$ cat src/rtl/recv_frame_parser.sv
// rtl/recv_frame_parser.sv - byte-stream frame parser: header hunt, length, payload forward, checksum verify
module recv_frame_parser #(
    parameter logic [7:0]  HDR0        = 8'h55,
    parameter logic [7:0]  HDR1        = 8'hAA,
    parameter logic [15:0] TIMEOUT_CYC = 16'd1000
) (
    input  logic        clk,
    input  logic        rst,
    input  logic        fifo_rd_vld,
    input  logic [7:0]  fifo_rd_data,
    output logic        fifo_rd_en,
    output logic [7:0]  pl_data,
    output logic        pl_vld,
    input  logic        pl_rdy,
    output logic        pl_sop,
    output logic        pl_eop,
    output logic        frame_done,
    output logic        frame_err,
    output logic [15:0] frm_cnt,
    output logic [15:0] err_cnt
);

    localparam logic [2:0] S_HUNT0   = 3'd0;
    localparam logic [2:0] S_HUNT1   = 3'd1;
    localparam logic [2:0] S_LEN     = 3'd2;
    localparam logic [2:0] S_PAYLOAD = 3'd3;
    localparam logic [2:0] S_CSUM    = 3'd4;

    logic [2:0]  state;
    logic [15:0] timer;
    logic [7:0]  sum;
    logic [7:0]  count;
    logic        first;
    logic        accept;
    logic        timeout_hit;

    // In PAYLOAD the output register is the only buffer, so pop only when it can take a byte.
    assign fifo_rd_en  = !rst && ((state != S_PAYLOAD) || !pl_vld || pl_rdy);
    assign accept      = fifo_rd_vld && fifo_rd_en;
    assign timeout_hit = ({1'b0, timer} + 17'd1) >= {1'b0, TIMEOUT_CYC};

    function automatic logic [15:0] sat_inc(input logic [15:0] v);
        return (v == 16'hFFFF) ? v : v + 16'd1;
    endfunction

    always_ff @(posedge clk) begin
        if (rst) begin
            state      <= S_HUNT0;
            timer      <= 16'd0;
            sum        <= 8'd0;
            count      <= 8'd0;
            first      <= 1'b0;
            frm_cnt    <= 16'd0;
            err_cnt    <= 16'd0;
            pl_data    <= 8'h00;
            pl_vld     <= 1'b0;
            pl_sop     <= 1'b0;
            pl_eop     <= 1'b0;
            frame_done <= 1'b0;
            frame_err  <= 1'b0;
        end else begin
            frame_done <= 1'b0;
            frame_err  <= 1'b0;
            if (pl_vld && pl_rdy) begin
                pl_vld <= 1'b0;
            end
            if (accept) begin
                timer <= 16'd0;
                case (state)
                    S_HUNT0: begin
                        if (fifo_rd_data == HDR0) state <= S_HUNT1;
                    end
                    S_HUNT1: begin
                        if (fifo_rd_data == HDR1)      state <= S_LEN;
                        else if (fifo_rd_data != HDR0) state <= S_HUNT0;
                    end
                    S_LEN: begin
                        if (fifo_rd_data == 8'd0) begin
                            frame_err <= 1'b1;
                            err_cnt   <= sat_inc(err_cnt);
                            state     <= S_HUNT0;
                        end else begin
                            count <= fifo_rd_data;
                            sum   <= fifo_rd_data;
                            first <= 1'b1;
                            state <= S_PAYLOAD;
                        end
                    end
                    S_PAYLOAD: begin
                        sum     <= sum + fifo_rd_data;
                        count   <= count - 8'd1;
                        first   <= 1'b0;
                        pl_data <= fifo_rd_data;
                        pl_vld  <= 1'b1;
                        pl_sop  <= first;
                        pl_eop  <= (count == 8'd1);
                        if (count == 8'd1) state <= S_CSUM;
                    end
                    S_CSUM: begin
                        if (fifo_rd_data == sum) begin
                            frame_done <= 1'b1;
                            frm_cnt    <= sat_inc(frm_cnt);
                        end else begin
                            frame_err <= 1'b1;
                            err_cnt   <= sat_inc(err_cnt);
                        end
                        state <= S_HUNT0;
                    end
                    default: state <= S_HUNT0;
                endcase
            end else if ((state != S_HUNT0) && !fifo_rd_vld) begin
                // Only true starvation counts; a stalled-but-valid FIFO is downstream backpressure.
                if (timeout_hit) begin
                    frame_err <= 1'b1;
                    err_cnt   <= sat_inc(err_cnt);
                    timer     <= 16'd0;
                    state     <= S_HUNT0;
                end else begin
                    timer <= timer + 16'd1;
                end
            end
        end
    end

endmodule
$ cat config.mk
export PLATFORM = sky130hd
export DESIGN_NAME = recv_frame_parser
export DESIGN_NICKNAME = d
export VERILOG_FILES = /design/src/rtl/recv_frame_parser.sv
export SDC_FILE = /design/constraint.sdc
export NUM_CORES = 1
export LEC_CHECK = 0
export ABC_AREA = 1
export BUFFER_PORTS_ARGS = -buffer_cell sky130_fd_sc_hd__buf_2
export CELL_PAD_IN_SITES_DETAIL_PLACEMENT = 1
export CELL_PAD_IN_SITES_GLOBAL_PLACEMENT = 2
export CORE_MARGIN = 2
export CORE_UTILIZATION = 32
export CTS_CLUSTER_SIZE = 25
export DETAILED_ROUTE_END_ITERATION = 12
export GPL_TIMING_DRIVEN = 0
export PLACE_DENSITY = 0.87
export SLEW_MARGIN = 20
export SYNTH_ARGS = -nofsm -noshare
export SYNTH_HDL_FRONTEND = slang
export SYNTH_SLANG_ARGS = --single-unit
$ cat constraint.sdc
create_clock -name clk -period 2.72 [get_ports clk]
set_input_delay 0.136 -clock clk [delete_from_list [all_inputs] [get_ports clk]]
set_output_delay 0.136 -clock clk [all_outputs]
set_load 0.1 [all_outputs]
== Word-level counts from Yosys, hierarchy flattened ==
Index checks and enable logic that the tools add are counted.
Storage, ports and cells
  input bits: 12
  output and inout bits: 46
  register bits: 81
Operators by class
  equality and inequality tests: 19
  reduce and logical (&&, ||, !) cells: 22
  $lt $le $gt $ge: 1
  bitwise gates (word level): 3
  add/subtract/negate cells: 6
  mux-type cells: 32
Operator list (number)
  two-way mux 16 bit: 7
  adder 16 x 1 -> 16 bit (second input constant): 3
  equality test 16 bit (second input constant): 2
  case mux 16 bit (2 select lines): 1
  case mux 8 bit (2 select lines): 2
  two-way mux 3 bit: 7
  adder 16 x 1 -> 17 bit (second input constant): 1
  >= comparator 17 x 10 -> 1 bit (second input constant): 1
  inequality test 3 bit (second input constant): 4
  case mux 3 bit (4 select lines): 1
  two-way mux 1 bit: 10
  AND reduction 5 bit: 2
  adder 8 bit: 1
  equality test 8 x 1 -> 1 bit (second input constant): 1
  equality test 8 x 7 -> 1 bit (second input constant): 1
  equality test 8 bit: 1
  equality test 8 bit (second input constant): 1
  logical NOT 8 bit: 1
  two-way mux 8 bit: 1
  inequality test 8 x 7 -> 1 bit (second input constant): 1
  subtractor 8 x 1 -> 8 bit (second input constant): 1
  equality test 3 x 2 -> 1 bit (second input constant): 2
  nonzero test 2 bit: 3
  logical AND 1 bit: 4
  18 further kinds: 24

== Depth between registers and ports, before layout ==
Gate-level depths: netlist of run 1.
  depth after elaboration: 7
  gate-level depth with buffers: 16
  gate-level depth less buffers: 15

== Worst setup path before layout of run 1 ==
Ideal clock, no wire load.
  kind: register -> register
  start: reg err_cnt[1]
  end: reg err_cnt[7]
  stages on the path, launching flop included: 13
  clock period less this slack: 2.670 ns
  setup slack: 0.050 ns
  data required time: 2.651 ns
  arrival time: 2.601 ns
  cells stage by stage: dfxtp_1 -> ha_1 -> nand2_1 -> nor3_1 -> nand2_1 -> nor3_1 -> nor2_1 -> nand2_1 -> inv_2 -> nand3_4 -> buf_12 -> nand2_2 -> a21oi_2
Between the ends
  word-level cells in the longest chain between the ends: 5
  elaborated cells between the ends (all ways): 9
  those cells by class: add/sub: 1; eq/ne: 1; mux: 7
Ends and longest elaborated chain
  start, declared: line 20  | output logic [15:0] err_cnt
  start signal, assigned: line 80  | err_cnt <= sat_inc(err_cnt);
  start signal, assigned: line 105  | err_cnt <= sat_inc(err_cnt);
  start signal, assigned: line 115  | err_cnt <= sat_inc(err_cnt);
  adder 16 x 1 -> 16 bit or equality test 16 bit (tied branches): line 43  | return (v == 16'hFFFF) ? v : v + 16'd1;
  two-way mux 16 bit *: line 43
  two-way mux 16 bit (on tied branches): line 100, 113, 78
  case mux 16 bit (2 select lines) or two-way mux 16 bit (tied branches): line 69, 111
  two-way mux 16 bit *: line 67  | if (accept) begin
Every way passes the cells marked *; elsewhere a longest branch is shown, timed or not. The select of a mux whose other input is x is not followed.
A chain may end at the register's enable or synchronous reset.

== Worst setup path in the final report of run 1 ==
  start: reg sum[4]
  end: reg frm_cnt[12]
Between the ends
  word-level cells in the longest chain between the ends: 2
Ends and longest elaborated chain
  start, declared: line 31  | logic [7:0] sum;
  start signal, assigned: line 84  | sum <= fifo_rd_data;
  start signal, assigned: line 90  | sum <= sum + fifo_rd_data;
  equality test 8 bit: line 100  | if (fifo_rd_data == sum) begin
  AND reduction 4 bit (no source line)
  end signal, assigned: line 102  | frm_cnt <= sat_inc(frm_cnt);
  end, declared: line 19  | output logic [15:0] frm_cnt,
Every way passes these cells.

==> flow_metrics.env, run 1 <==
export IMPL_synthToLayoutAreaGrowth_pct=17.0
export IMPL_gp_congestion=0.819
export IMPL_r2r_start="sum[4]$_SDFFE_PP0P_"
export IMPL_dp_hpwl_um=11200
export IMPL_syn_inst=698
export IMPL_synth_edf_count=0
export IMPL_port_buffers=57
export IMPL_cp_required_ns=2.96
export IMPL_netlist_area_mm2=0.00474
export IMPL_async_flop_share_pct=0
export IMPL_crit_type="reg -> reg"
export IMPL_drtAntennaViolNets=0
export IMPL_cts_setup_buffers=0
export IMPL_setup_tns_ns=0
export IMPL_powerDensity_mw_per_mm2=460
export IMPL_drc=0
export IMPL_r2r_cells=11
export IMPL_dieArea_mm2=0.0158
export IMPL_wl_per_cell_um=15.5
export IMPL_yosysSeqAreaShare_pct=34.2
export IMPL_fin_crit_ns=2.39
export IMPL_core_area_mm2=0.0145
export IMPL_antenna_found_initial=0
export IMPL_h_tree_depth=3
export IMPL_hold_class="in -> reg"
export IMPL_cap_violations=0
export IMPL_grt_pass1_vias=5029
export IMPL_netlist_top_cells_count="160 x nand2_1, 81 x dfxtp_1, 79 x inv_1"
export IMPL_fin_crit_sh_pct=87.8
export IMPL_cts_buffers=9
export IMPL_ys_flop_type="dfxtp_1"
export IMPL_max_freq_mhz=419
export IMPL_synth_top_area_share_pct=34.2
export IMPL_clk_pin_slew_ns=0.06
export IMPL_synth_xor_area_share_pct=4.06
export IMPL_synth_top_family_by_area="simple AND/OR/NAND/NOR gates"
export IMPL_multi_input_area_mm2=0.00272
export IMPL_antennaDiodeCount=0
export IMPL_vdd_ir_drop_worst_v=0.000308
export IMPL_setup_violations_final=0
export IMPL_reg2reg_setup_slack_ns=0.33
export IMPL_r2r_end="frm_cnt[12]$_SDFFE_PP0P_"
export IMPL_die_x_um=126
export IMPL_leakage_nw=2.32
export IMPL_drt_wl_total_um=14800
export IMPL_critPathMaxFanout=7
export IMPL_yosys_register_bits=81
export IMPL_hold_viol=0
export IMPL_synth_area_leaders="dfxtp_1 34%, nand2_1 13%, a21oi_1 6.4%, inv_1 6.3%, nor2_1 5.1%"
export IMPL_setup_worst_path_start="sum[4]$_SDFFE_PP0P_"
export IMPL_fp_dieH_um=126
export IMPL_grt_usage_pct=19.2
export IMPL_cts_tree="done"
export IMPL_synth_compound_area_share_pct=15.0
export IMPL_hold_worst_slack_ns=0.0967
export IMPL_drtIter0Drc=227
export IMPL_grt_overflow=0
export IMPL_synthDistinctLibCells=40
export IMPL_synth_fp_nets=723
export IMPL_grt_setup_unrepaired="false"
export IMPL_n_fill_cell=1891
export IMPL_clock_path_buffers=2
export IMPL_io_pins=58
export IMPL_worstMarginPinSlew_ns=0.713
export IMPL_yosys_area_top_type="dfxtp_1"
export IMPL_final_util_pct=38.2
export IMPL_grt_max_degree=13
export IMPL_critPathLaunchType="flip-flop"
export IMPL_endpoint_kind="flip-flop"
export IMPL_yosysMostFrequentCell="nand2_1"
export IMPL_relSlewSlack_pct=52.5
export IMPL_regArea_mm2=0.00162
export IMPL_clock_latency_ns=0.35
export IMPL_synthSimpleGateAreaFrac_pct=34.5
export IMPL_initial_core_util_pct=32.6
export IMPL_status="completed"
export IMPL_ys_warn_count=0
export IMPL_first_pass_iters=4
export IMPL_maxSlewViolCount=0
export IMPL_vias_per_cell=5.08
export IMPL_synthMuxAreaShare_pct=0
export IMPL_cp_arrival_ns=2.63
export IMPL_vias=4841
export IMPL_finClkSkew_ns=0.00891
export IMPL_crit_end="frm_cnt[12]$_SDFFE_PP0P_"
export IMPL_synth_avg_cell_area_um2=6.80
export IMPL_synth_fa_ha_area_share_pct=3.59
export IMPL_layout_nets=791
export IMPL_grt_first_pass_wirelength_um=24700
export IMPL_drive_gt1_share_pct=15.6
export IMPL_root_buffer="clkbuf_16"
export IMPL_fp_row_count=44
export IMPL_cts_sink_count=81
[cell families (layout without fill, tap and decap cells)]
group / after synthesis / in the layout
simple gates: 355 / 355
compound gates: 125 / 125
buf+inv: 102 / 173
flops: 81 / 81
xor+xnor: 22 / 22
fa+ha+maj: 13 / 13
[placed cells by master (no fill, tap or decap), types with 10 or more instances in the layout]
master,synthesis,routed
nand2_1,160,160
xor2_1,13,13
nor2_1,65,65
nor3_1,22,21
a21oi_2,10,10
ha_1,12,12
nand2_2,11,11
dfxtp_1,81,81
nand3_1,43,43
a21oi_1,61,61
inv_1,79,79
clkbuf_1,11,12
o21ai_0,32,32
nand4_1,31,31
buf_2,4,61
[per-stage QoR]
step	worst slack, ns	area [um2]	power, W	cells
after floorplan	0.0497	4740	0.00130	698
after global placement	0.231	5260	0.00135	939
after detailed placement	0.191	5260	0.00135	939
after CTS	0.170	5550	0.00259	953
after global routing	0.0628	5550	0.00265	953
final	0.333	5550	0.00255	953
[power breakdown]
group | total, W | leakage (nW) | switching, W | internal (W)
clock network | 0.00123 | 0.137 | 0.000502 | 0.000725
registers | 0.00119 | 0.652 | 0.000000836 | 0.00119
logic | 0.000136 | 1.53 | 0.000103 | 0.0000323
[registers in the layout, indices dropped and copies added, names as in the netlist]
name and count:
count 8, err_cnt 16, first 1, frame_done 1, frame_err 1, frm_cnt 16
pl_data 8, pl_eop 1, pl_sop 1, pl_vld 1, state 3, sum 8
timer 16
[metal layers]
layer	up-vias	GRT usage (%)	part of all wire (%)
met4	0	5.11	1.4
li1	2453	-	-
met2	59	33.4	48
met1	2315	23.9	48
met3	14	4.33	2.6
met5	-	0	0
[timing repair]
action	4_1_cts	5_1_grt
setup endpoints to repair	0	1
gates resized for setup	0	1
hold buffers	0	0
[worst max-delay path, cell delays in order, from the launching register on]
cell	delay (ns)
dfxtp_1	0.31
ha_1	0.33
nor3_1	0.36
nand4_1	0.22
nor2_2	0.21
nand2_2	0.14
nor2_2	0.14
nand2_1	0.09
nor2_1	0.19
nand2_1	0.10
o21ai_1	0.13
nor2_1	0.06
[layout make-up]
cell class	instances	share of cell area, %
flip-flops and latches	81	29.2
clock inverters	3	0.766
clock buffers	11	4.37
repair buffers	57	5.14
inverters	84	5.68
well taps	184	4.15
plain buffers	18	1.74
multi-input cells	515	48.9
[worst min-delay path by stage]
stage,cells after the start,endpoint,start
5_1_grt,3,pl_data[5]$_SDFFE_PP0P_,fifo_rd_data[5]
6_report,3,pl_data[6]$_SDFFE_PP0P_,fifo_rd_data[6]
3_3_place_gp,2,frm_cnt[4]$_SDFFE_PP0P_,frm_cnt[4]$_SDFFE_PP0P_
4_1_cts,3,pl_data[6]$_SDFFE_PP0P_,fifo_rd_data[6]
2_1_floorplan,2,pl_data[7]$_SDFFE_PP0P_,fifo_rd_data[7]
3_5_place_dp,3,pl_data[6]$_SDFFE_PP0P_,fifo_rd_data[6]
Note: power is estimated with default switching activity, not from simulation.
==> run 2: changes to the inputs <==
--- a/config.mk
+++ b/config.mk
@@ -5,12 +5,12 @@
 export SDC_FILE = /design/constraint.sdc
 export NUM_CORES = 1
 export LEC_CHECK = 0
-export ABC_AREA = 1
+export ABC_AREA = 0
 export BUFFER_PORTS_ARGS = -buffer_cell sky130_fd_sc_hd__buf_2
 export CELL_PAD_IN_SITES_DETAIL_PLACEMENT = 1
 export CELL_PAD_IN_SITES_GLOBAL_PLACEMENT = 2
 export CORE_MARGIN = 2
-export CORE_UTILIZATION = 32
+export CORE_UTILIZATION = 34
 export CTS_CLUSTER_SIZE = 25
 export DETAILED_ROUTE_END_ITERATION = 12
 export GPL_TIMING_DRIVEN = 0
==> run 2 against run 1 <==
- count of clock-buffer cells in the layout shrank 2
- critical path depth shrank 2
- sequential share of layout area grew 0.82 points
- worst hold slack lost 0.015 ns
- power grew 1.8%
- global-route usage grew 0.82 points
- register-to-register slack lost 0.29 ns
- design area shrank 2.1%
- flip-flop and latch count is the same
- setup slack lost 0.29 ns
- synthesized cell count shrank 21%
- critical endpoint is now frm_cnt[13]$_SDFFE_PP0P_
- largest power group unchanged
==> flow_metrics.env, run 2 <==
export IMPL_crit_type="reg -> reg"
export IMPL_yosys_register_bits=81
export IMPL_drt_wl_total_um=13900
export IMPL_fin_area_mm2=0.00544
export IMPL_clkPwrFrac_pct=49.7
export IMPL_netlist_area_mm2=0.00443
export IMPL_fin_cells=805
export IMPL_reg_top3="err_cnt x16, frm_cnt x16, timer x16"
export IMPL_gp_congestion=0.845
export IMPL_synthMuxAreaShare_pct=1.67
export IMPL_grt_overflow=0
export IMPL_yosys_area_top_type="dfxtp_1"
export IMPL_async_flop_share_pct=0
export IMPL_mostFrequentLayoutCells="72 x dfxtp_1, 64 x nand2_1, 63 x buf_2"
export IMPL_antennaDiodeCount=0
export IMPL_initial_core_util_pct=35.0
export IMPL_relSlewSlack_pct=54.6
export IMPL_port_buffers=56
export IMPL_final_common_cell="dfxtp_1"
export IMPL_wl_per_cell_um=17.3
export IMPL_layout_nets=653
export IMPL_synth_area_leaders="dfxtp_1 37%, a21oi_1 6.0%, nand2_1 5.6%, nor2_1 4.5%, ha_1 3.4%"
export IMPL_synth_compound_area_share_pct=19.6
export IMPL_p_sw_w=0.000646
export IMPL_status="completed"
export IMPL_synth_top_area_share_pct=36.6
export IMPL_synth_fp_nets=577
export IMPL_synth_top_family_by_area="simple AND/OR/NAND/NOR gates"
export IMPL_setup_slack_ns=0.0449
export IMPL_worstMarginPinSlew_ns=0.664
export IMPL_dieArea_mm2=0.0140
export IMPL_grt_first_pass_wirelength_um=23000
export IMPL_syn_inst=552
export IMPL_ys_flop_type="dfxtp_1"
export IMPL_critPathMaxFanout=5
export IMPL_drtAntennaViolNets=0
export IMPL_vias_per_cell=5.46
export IMPL_ys_warn_count=0
export IMPL_clock_latency_ns=0.35
export IMPL_setup_violations_final=0
export IMPL_synth_xor_area_share_pct=3.95
export IMPL_p_int_w=0.00195
export IMPL_clk_pin_slew_ns=0.07
export IMPL_vdd_ir_drop_worst_v=0.000340
export IMPL_grt_pass1_vias=4583
export IMPL_fin_crit_ns=2.68
export IMPL_cts_tree="done"
export IMPL_final_util_pct=42.9
export IMPL_root_buffer="clkbuf_16"
export IMPL_drtIter0Drc=247
export IMPL_grt_setup_unrepaired="true"
export IMPL_synth_avg_cell_area_um2=8.03
export IMPL_yosysMostFrequentCell="dfxtp_1"
export IMPL_clock_path_buffers=2
export IMPL_core_area_mm2=0.0127
export IMPL_critPathLaunchType="flip-flop"
export IMPL_h_tree_depth=3
export IMPL_max_freq_mhz=374
export IMPL_cap_violations=0
export IMPL_dp_slack_ns=-0.257
export IMPL_drive_gt1_share_pct=21.0
export IMPL_die_x_um=118
export IMPL_synthSimpleGateAreaFrac_pct=30.0
export IMPL_post_dp_cell_area_mm2=0.00493
export IMPL_combPwrFrac_pct=4.6
export IMPL_cts_sink_count=81
export IMPL_drc=0
export IMPL_synth_fa_ha_area_share_pct=3.84
export IMPL_swShare_pct=24.9
export IMPL_netlist_top_cells_count="81 x dfxtp_1, 66 x nand2_1, 53 x a21oi_1, 53 x nor2_1, 23 x nand3_1"
export IMPL_fp_dieH_um=118
export IMPL_first_pass_iters=4
export IMPL_p_seq_share_pct=45.7
export IMPL_grt_max_degree=17
export IMPL_maxSlewViolCount=0
export IMPL_cts_buffers=9
export IMPL_yosysSeqAreaShare_pct=36.6
export IMPL_grt_usage_pct=20.0
export IMPL_dp_cells=780
export IMPL_synthDistinctLibCells=73
export IMPL_synth_edf_count=0
export IMPL_dp_hpwl_um=10200
export IMPL_cp_arrival_ns=2.89
export IMPL_antenna_found_initial=0
export IMPL_finClkSkew_ns=0.00539
export IMPL_vias=4399
export IMPL_fp_row_count=41
export IMPL_cp_required_ns=2.94
export IMPL_leakage_nw=2.15
export IMPL_hold_viol=0
export IMPL_endpoint_kind="flip-flop"
export IMPL_io_pins=58
export IMPL_hold_class="in -> reg"
export IMPL_synthToLayoutAreaGrowth_pct=22.7
export IMPL_powerDensity_mw_per_mm2=477
export IMPL_finalPower_w=0.00260
export IMPL_fin_crit_sh_pct=98.4
-- run 2: cell types whose count changed after synthesis, sizes merged, moves of 8 or more --
cell,change
nand2,-107
inv,-67
nand3,-22
nor2,-22
nand4,-19
a21oi,-18
or3,+16
and3,+10
and4,+8
-- run 2: repair_timing --
action | CTS | global route
hold endpoints to repair | 0 | 0
hold buffers | 0 | 0
buffers inserted | 4 | 5
pin swaps | 3 | 11
resized for setup | 6 | 18
endpoints found under the setup margin | 36 | 28
-- run 2: area by class of cell --
| class | count | area, um2 |
|---|---|---|
| buffer | 27 | 126 |
| clock buffer | 9 | 225 |
| clock inverter | 7 | 82.6 |
| fill | 1544 | 7230 |
| inverter | 17 | 63.8 |
| multi-input combinational | 427 | 2740 |
| sequential | 81 | 1630 |
| tap | 172 | 215 |
| timing repair buffer | 65 | 348 |
-- run 2: per-stage QoR --
step / setup TNS [ns] / hold WS [ns]
2_1_floorplan: 0 / 0.272
3_3_place_gp: -1.79 / 0.442
3_5_place_dp: -3.56 / 0.446
4_1_cts: 0 / 0.0812
5_1_grt: -0.276 / 0.0937
6_report: 0 / 0.0815
-- run 2: kinds of logic after synthesis --
logic type / after synthesis
fa+ha+maj: 13
flops: 81
mux: 7
compound gates: 133
simple gates: 254
xor+xnor: 20
buf+inv: 44
-- run 2: worst max-delay path, cell delays in order, from the launching register on --
cell and delay [ns]:
dfxtp_1 0.39, ha_4 0.23, or4_4 0.52, nor4_4 0.35, o211ai_1 0.25, nor3_2 0.38, buf_4 0.17, nand2_2 0.05
xor2_1 0.14, nor2_1 0.05
-- run 2: power groups by stage --
stage | clock, W | sequential [W] | combinational [W]
CTS | 0.00131 | 0.00119 | 0.000112
global placement | 0 | 0.00121 | 0.000108
detailed placement | 0 | 0.00121 | 0.000111
global route | 0.00136 | 0.00119 | 0.000130
floorplan | 0 | 0.00122 | 0.0000615
finish | 0.00129 | 0.00119 | 0.000120
-- run 2: worst paths after layout --
| path | start | slack [ns] | cells after the start | endpoint |
|---|---|---|---|---|
| hold reg to reg | pl_data[2]$_SDFFE_PP0P_ | 0.46 | 2 | pl_data[2]$_SDFFE_PP0P_ |
| setup / recovery | sum[4]$_SDFFE_PP0P_ | 0.04 | 9 | frm_cnt[13]$_SDFFE_PP0P_ |
| hold / removal | fifo_rd_data[3] | 0.08 | 3 | pl_data[3]$_SDFFE_PP0P_ |
| setup reg to reg | sum[4]$_SDFFE_PP0P_ | 0.04 | 9 | frm_cnt[13]$_SDFFE_PP0P_ |
-- run 2: routing by layer --
metal  track usage (%)  up-vias  part of all wire (%)
met5                 0        -                     0
met4              6.78        0                   1.2
met3              2.90       12                   3.4
met2              34.6       65                    49
met1              25.3     2164                    46
li1                  -     2158                     -
